==> config.mk <==
export PLATFORM = sky130hd
export DESIGN_NAME = sub_sat_stage
export DESIGN_NICKNAME = d
export VERILOG_FILES = /design/src/rtl/sub_sat_stage.sv
export SDC_FILE = /design/constraint.sdc
export NUM_CORES = 1
export LEC_CHECK = 0
export CAP_MARGIN = 15
export CORE_ASPECT_RATIO = 1.2
export CORE_UTILIZATION = 51
export DETAILED_ROUTE_END_ITERATION = 7
export PLACE_DENSITY = 0.83
export SLEW_MARGIN = 25
export SYNTH_ARGS = -nofsm -noshare
export SYNTH_HDL_FRONTEND = slang
export SYNTH_SLANG_ARGS = --single-unit
==> constraint.sdc <==
create_clock -name clk_i -period 3.2 [get_ports clk_i]
set_input_delay 0.64 -clock clk_i [delete_from_list [all_inputs] [get_ports clk_i]]
set_output_delay 0.64 -clock clk_i [all_outputs]
set_load 0.005 [all_outputs]
==> src/rtl/sub_sat_stage.sv <==
// sub_sat_stage: two-stage valid/ready pipeline around a signed subtractor
// with optional saturation, sticky overflow flag and overflow event counter.
//
// Ports:
//   clk_i, rst_i (sync, active-high)
//   in_valid_i/in_ready_o, a_i, b_i, ci_i, sat_i   operand side
//   out_valid_o/out_ready_i, s_o, v_o, sat_o       result side
//   clr_i, ovf_sticky_o, ovf_cnt_o                 overflow statistics

module sub_v #(
  parameter int WIDTH = 8,
  parameter int SPEED = 1
) (
  input  logic [WIDTH-1:0] a_i,
  input  logic [WIDTH-1:0] b_i,
  input  logic             ci_i,
  output logic [WIDTH-1:0] s_o,
  output logic             v_o
);

  generate
    if (SPEED == 0) begin : g_serial
      // Ripple-borrow chain, one bit per step.
      logic [WIDTH:0] bw;
      always_comb begin
        s_o   = '0;
        bw    = '0;
        bw[0] = ci_i;
        for (int i = 0; i < WIDTH; i++) begin
          s_o[i]  = a_i[i] ^ b_i[i] ^ bw[i];
          bw[i+1] = (~a_i[i] & b_i[i])
                  | (~(a_i[i] ^ b_i[i]) & bw[i]);
        end
      end
    end else begin : g_prefix
      // Parallel-prefix forms are left to the
      // synthesis carry-chain mapping.
      assign s_o = a_i - b_i
                 - {{(WIDTH-1){1'b0}}, ci_i};
    end
  endgenerate

  // Signs of operands differ and result sign
  // differs from the minuend.
  assign v_o = (a_i[WIDTH-1] ^ b_i[WIDTH-1])
             & (s_o[WIDTH-1] ^ a_i[WIDTH-1]);

endmodule

module sub_sat_stage #(
  parameter int WIDTH     = 8,
  parameter int SPEED     = 1,
  parameter int CNT_WIDTH = 16
) (
  input  logic                 clk_i,
  input  logic                 rst_i,
  input  logic                 in_valid_i,
  output logic                 in_ready_o,
  input  logic [WIDTH-1:0]     a_i,
  input  logic [WIDTH-1:0]     b_i,
  input  logic                 ci_i,
  input  logic                 sat_i,
  output logic                 out_valid_o,
  input  logic                 out_ready_i,
  output logic [WIDTH-1:0]     s_o,
  output logic                 v_o,
  output logic                 sat_o,
  input  logic                 clr_i,
  output logic                 ovf_sticky_o,
  output logic [CNT_WIDTH-1:0] ovf_cnt_o
);

  localparam logic [WIDTH-1:0] SMAX =
    {1'b0, {(WIDTH-1){1'b1}}};
  localparam logic [WIDTH-1:0] SMIN =
    {1'b1, {(WIDTH-1){1'b0}}};
  localparam logic [CNT_WIDTH-1:0] CMAX =
    {CNT_WIDTH{1'b1}};

  logic                 s1_valid_q, s1_valid_d;
  logic [WIDTH-1:0]     s1_a_q, s1_a_d;
  logic [WIDTH-1:0]     s1_b_q, s1_b_d;
  logic                 s1_ci_q, s1_ci_d;
  logic                 s1_sat_q, s1_sat_d;
  logic                 s2_valid_q, s2_valid_d;
  logic [WIDTH-1:0]     s2_s_q, s2_s_d;
  logic                 s2_v_q, s2_v_d;
  logic                 s2_sat_q, s2_sat_d;
  logic                 sticky_q, sticky_d;
  logic [CNT_WIDTH-1:0] cnt_q, cnt_d;

  logic             s2_free;
  logic             s1_move;
  logic             in_xfer;
  logic             out_xfer;
  logic [WIDTH-1:0] sub_s;
  logic             sub_v_flag;

  sub_v #(
    .WIDTH (WIDTH),
    .SPEED (SPEED)
  ) u_sub (
    .a_i  (s1_a_q),
    .b_i  (s1_b_q),
    .ci_i (s1_ci_q),
    .s_o  (sub_s),
    .v_o  (sub_v_flag)
  );

  assign s2_free    = !s2_valid_q | out_ready_i;
  assign in_ready_o = !s1_valid_q | s2_free;
  assign s1_move    = s1_valid_q & s2_free;
  assign in_xfer    = in_valid_i & in_ready_o;
  assign out_xfer   = s2_valid_q & out_ready_i;

  always_comb begin
    s1_valid_d = s1_valid_q;
    s1_a_d     = s1_a_q;
    s1_b_d     = s1_b_q;
    s1_ci_d    = s1_ci_q;
    s1_sat_d   = s1_sat_q;
    if (in_xfer) begin
      s1_valid_d = 1'b1;
      s1_a_d     = a_i;
      s1_b_d     = b_i;
      s1_ci_d    = ci_i;
      s1_sat_d   = sat_i;
    end else if (s1_move) begin
      s1_valid_d = 1'b0;
    end
  end

  always_comb begin
    s2_valid_d = s2_valid_q;
    s2_s_d     = s2_s_q;
    s2_v_d     = s2_v_q;
    s2_sat_d   = s2_sat_q;
    if (s1_move) begin
      s2_valid_d = 1'b1;
      s2_v_d     = sub_v_flag;
      s2_sat_d   = sub_v_flag & s1_sat_q;
      if (sub_v_flag & s1_sat_q) begin
        s2_s_d = s1_a_q[WIDTH-1] ? SMIN : SMAX;
      end else begin
        s2_s_d = sub_s;
      end
    end else if (out_xfer) begin
      s2_valid_d = 1'b0;
    end
  end

  // A clear coinciding with an overflow delivery
  // restarts the count at that event.
  always_comb begin
    sticky_d = sticky_q;
    cnt_d    = cnt_q;
    if (clr_i) begin
      sticky_d = 1'b0;
      cnt_d    = '0;
    end
    if (out_xfer & s2_v_q) begin
      sticky_d = 1'b1;
      if (cnt_d != CMAX) begin
        cnt_d = cnt_d + 1'b1;
      end
    end
  end

  always_ff @(posedge clk_i) begin
    if (rst_i) begin
      s1_valid_q <= 1'b0;
      s1_a_q     <= '0;
      s1_b_q     <= '0;
      s1_ci_q    <= 1'b0;
      s1_sat_q   <= 1'b0;
      s2_valid_q <= 1'b0;
      s2_s_q     <= '0;
      s2_v_q     <= 1'b0;
      s2_sat_q   <= 1'b0;
      sticky_q   <= 1'b0;
      cnt_q      <= '0;
    end else begin
      s1_valid_q <= s1_valid_d;
      s1_a_q     <= s1_a_d;
      s1_b_q     <= s1_b_d;
      s1_ci_q    <= s1_ci_d;
      s1_sat_q   <= s1_sat_d;
      s2_valid_q <= s2_valid_d;
      s2_s_q     <= s2_s_d;
      s2_v_q     <= s2_v_d;
      s2_sat_q   <= s2_sat_d;
      sticky_q   <= sticky_d;
      cnt_q      <= cnt_d;
    end
  end

  assign out_valid_o  = s2_valid_q;
  assign s_o          = s2_s_q;
  assign v_o          = s2_v_q;
  assign sat_o        = s2_sat_q;
  assign ovf_sticky_o = sticky_q;
  assign ovf_cnt_o    = cnt_q;

endmodule
==> results.py <==
metrics = {
    "global_route": {
        "grt_pass1_vias": 2036,
        "antenna_found_initial": 0,
        "grt_max_degree": 38,
        "grt_use_total_pct": 21.4,
        "globalRouteOverflowTotal": 0,
        "grt_pass1_wl_um": 8560,
    },
    "timing": {
        "final_max_slew_viol_count": 0,
        "tightest_slew_ps": 577,
        "fin_skew_ps": 10.5,
        "setup_tns_ps": 0,
        "period_minus_slack_ps": 2580,
        "slew-limit-headroom_pct": 61.5,
        "final.period_utilization_pct": 80.6,
        "finalHoldViolations": 0,
        "rsz0062_at_grt": "false",
        "fmax_mhz": 388,
        "setup_viol": 0,
    },
    "critical_path": {
        "critPathKind": "in2out",
        "cp_data_required_time_ps": 2560,
        "cp_max_fo": 5,
        "r2r-start": "s1_a_q[4]$_SDFFE_PP0P_",
        "ff2ff_path_depth": 10,
        "cp_slowest_cell": "clkdlybuf4s50_1",
        "reg2reg_to": "s_o[2]$_SDFFE_PP0P_",
        "r2r_slack_ps": 750,
        "arrival_ps": 1940,
        "critPathLaunchType": "primary input",
        "worst_setup_path_end_kind": "primary output",
        "crit_chain": "clkdlybuf4s50_1 > nor2b_1 > nand2_1 > clkdlybuf4s50_1",
        "cp_common_cell": "clkdlybuf4s50_1",
        "slowest_delay_ps": 460,
    },
    "power": {
        "peakVddDrop_mv": 0.244,
        "p_leak_nw": 1.17,
        "power.density_nw_per_um2": 391,
        "p_total_mw": 1.21,
    },
    "die": {
        "io_pins": 52,
        "initial_core_util_pct": 53.2,
        "core_sq_um": 4630,
        "die_h_um": 78.1,
        "rows": 27,
        "dieArea_sq_um": 5110,
        "die_x_um": 65.4,
    },
    "synthesis": {
        "synth_area_sq_um": 2460,
        "synth_top_family_by_area": "simple AND/OR/NAND/NOR gates",
        "syn_avg_cell_area_sq_um": 8.05,
        "ys_warn_count": 0,
        "yosys.area_share.simple_pct": 26.4,
        "yosys_most_used_dff": "dfxtp_1",
        "async_flop_share_pct": 0,
        "netlist-cell-type-count": 44,
        "synth-edff-count": 0,
        "synth_compound_area_share_pct": 13.5,
        "ys_ff_latch": 47,
        "synthCells": 306,
        "yosysSeqAreaShare_pct": 38.2,
        "synthMuxAreaShare_pct": 0.406,
        "syn_nets": 344,
        "synth_xor_area_share_pct": 8.53,
        "synth-adder-area-share_pct": 8.23,
    },
    "clocking": {
        "cts_setup_buffers": 0,
        "cts_resized": 0,
        "cts-root-buf": "clkbuf_8",
        "cts_buffers": 5,
        "clk_latency_ps": 300,
        "cts_sinks": 47,
        "cts_tree": "done",
        "post_cts_hold_buffer_count": 0,
        "clk_pin_slew_ps": 80,
        "cts_buffer_depth": 2,
        "cts_max_level": 2,
    },
    "drt": {
        "first_pass_iters": 4,
        "via_per_inst": 5.27,
        "vias": 2183,
        "wl_um": 4840,
        "wl_per_cell_um": 11.7,
        "drt_iter0_drc": 90,
        "drcViolationCount": 0,
        "detail-route-antenna-nets": 0,
    },
    "cells_and_area": {
        "fillers": 403,
        "fin_nets": 393,
        "area_growth_pct": 26.0,
        "drive_above_1_share_pct": 5.06,
        "diodes": 0,
    },
    "run_status": {
        "outcome": "complete, no violations",
    },
    "min_path": {
        "hold_class": "reg2reg",
        "worstHoldPathCells": 2,
        "worstHoldEndpoint": "s1_a_q[3]$_SDFFE_PP0P_",
        "min_from": "s1_a_q[3]$_SDFFE_PP0P_",
    },
    "place": {
        "dp_hpwl_um": 3680,
        "gp_congestion": 0.854,
        "io_buffers": 51,
    },
    "run": {
        "max-cap-violations": 0,
    },
}
[cell usage after synthesis, types with 2 or more instances]
cell type | count | area, sq um
a211oi_1 | 3 | 22.5
a21o_1 | 3 | 22.5
a21oi_1 | 27 | 135
a31oi_1 | 6 | 37.5
and3_1 | 2 | 12.5
and3_2 | 2 | 15.0
buf_2 | 2 | 10.0
clkbuf_1 | 8 | 30.0
dfxtp_1 | 47 | 941
fa_1 | 2 | 40.0
ha_1 | 13 | 163
inv_1 | 20 | 75.1
nand2_1 | 54 | 203
nand2b_1 | 7 | 43.8
nand3_1 | 15 | 75.1
nand4_1 | 7 | 43.8
nor2_1 | 26 | 97.6
nor2b_1 | 9 | 56.3
nor3_1 | 2 | 10.0
nor4_1 | 2 | 12.5
o21ai_0 | 4 | 20.0
xnor2_1 | 9 | 78.8
xor2_1 | 15 | 131
[layout make-up]
class	count	area, sq um	area share [%]
clock buffers	6	72.6	2.34
well taps	58	72.6	2.34
multi-input cells	228	1400	45.2
repair buffers	53	526	16.9
inverters	20	75.1	2.42
clock inverters	2	12.5	0.403
flip-flops and latches	47	941	30.3
[metrics by stage]
stage | hold slack (ps) | setup slack (ps) | area, sq um | std cells | utilization, %
after floorplan | 436 | 899 | 2460 | 306 | -
after global placement | 445 | 444 | 3020 | 406 | 65.2
after detailed placement | 450 | 381 | 3020 | 406 | 65.2
after CTS | 462 | 619 | 3100 | 414 | 67.0
after global routing | 475 | 490 | 3100 | 414 | 67.0
final | 458 | 621 | 3100 | 414 | 67.0
[layer usage]
layer | vias up | global-route usage, % | wire length, um
met3 | 12 | 4.36 | 137
met4 | 0 | 13.0 | 146
met1 | 994 | 23.1 | 2040
met5 | - | 0 | 0
li1 | 1132 | - | -
met2 | 45 | 37.3 | 2520
[worst max-delay path: cells and delay by family]
| kind | cells | cell delay, ps |
|---|---|---|
| buf+inv | 2 | 910 |
| simple gates | 2 | 390 |
[layout by cell type (no fill, tap or decap), types with 2 or more instances in the layout]
master,synthesis,final
nand2_1,54,54
clkdlybuf4s50_1,0,51
dfxtp_1,47,47
a21oi_1,27,27
nor2_1,26,26
inv_1,20,20
nand3_1,15,15
xor2_1,15,15
ha_1,13,13
nor2b_1,9,9
xnor2_1,9,9
nand2b_1,7,7
nand4_1,7,7
a31oi_1,6,6
clkbuf_8,0,5
o21ai_0,4,4
a21o_1,3,3
a211oi_1,3,3
and3_1,2,2
and3_2,2,2
nor4_1,2,2
nor3_1,2,2
fa_1,2,2
buf_4,0,2
[state kept, by name, summed over array words and instances, names as in the netlist]
register      cells
s1_ci_q           1
s1_a_q            8
s1_sat_q          1
sat_o             1
s1_b_q            8
s1_valid_q        1
s_o               8
ovf_cnt_o        16
ovf_sticky_o      1
v_o               1
out_valid_o       1
[where the power goes]
part	total (mW)	internal [mW]	leakage (nW)	switching [mW]
combinational	0.240	0.118	0.749	0.122
sequential	0.625	0.608	0.383	0.0166
clock	0.347	0.153	0.0412	0.195
total	1.21	0.879	1.17	0.333
[cells by family (layout without fill, tap and decap cells)]
kind of cell	count (synthesis)	after routing
and+or+nand+nor	135	135
AOI/OAI and AO/OA	53	53
DFF	47	47
buffers and inverters	31	81
xor gates and xnor gates	24	24
adders and majority gates	15	15
muxes	1	1
[worst max-delay path by stage]
stage,startpoint,endpoint,slack [ps],depth (start not counted)
2_1_floorplan,s1_a_q[4]$_SDFFE_PP0P_,s_o[6]$_SDFFE_PP0P_,900,10
3_3_place_gp,clr_i,ovf_cnt_o[11]$_SDFF_PP0_,440,7
3_5_place_dp,clr_i,ovf_cnt_o[11]$_SDFF_PP0_,380,7
4_1_cts,out_ready_i,in_ready_o,620,4
5_1_grt,out_ready_i,in_ready_o,490,4
6_report,out_ready_i,in_ready_o,620,4
Power figures use the tool's default switching activity.
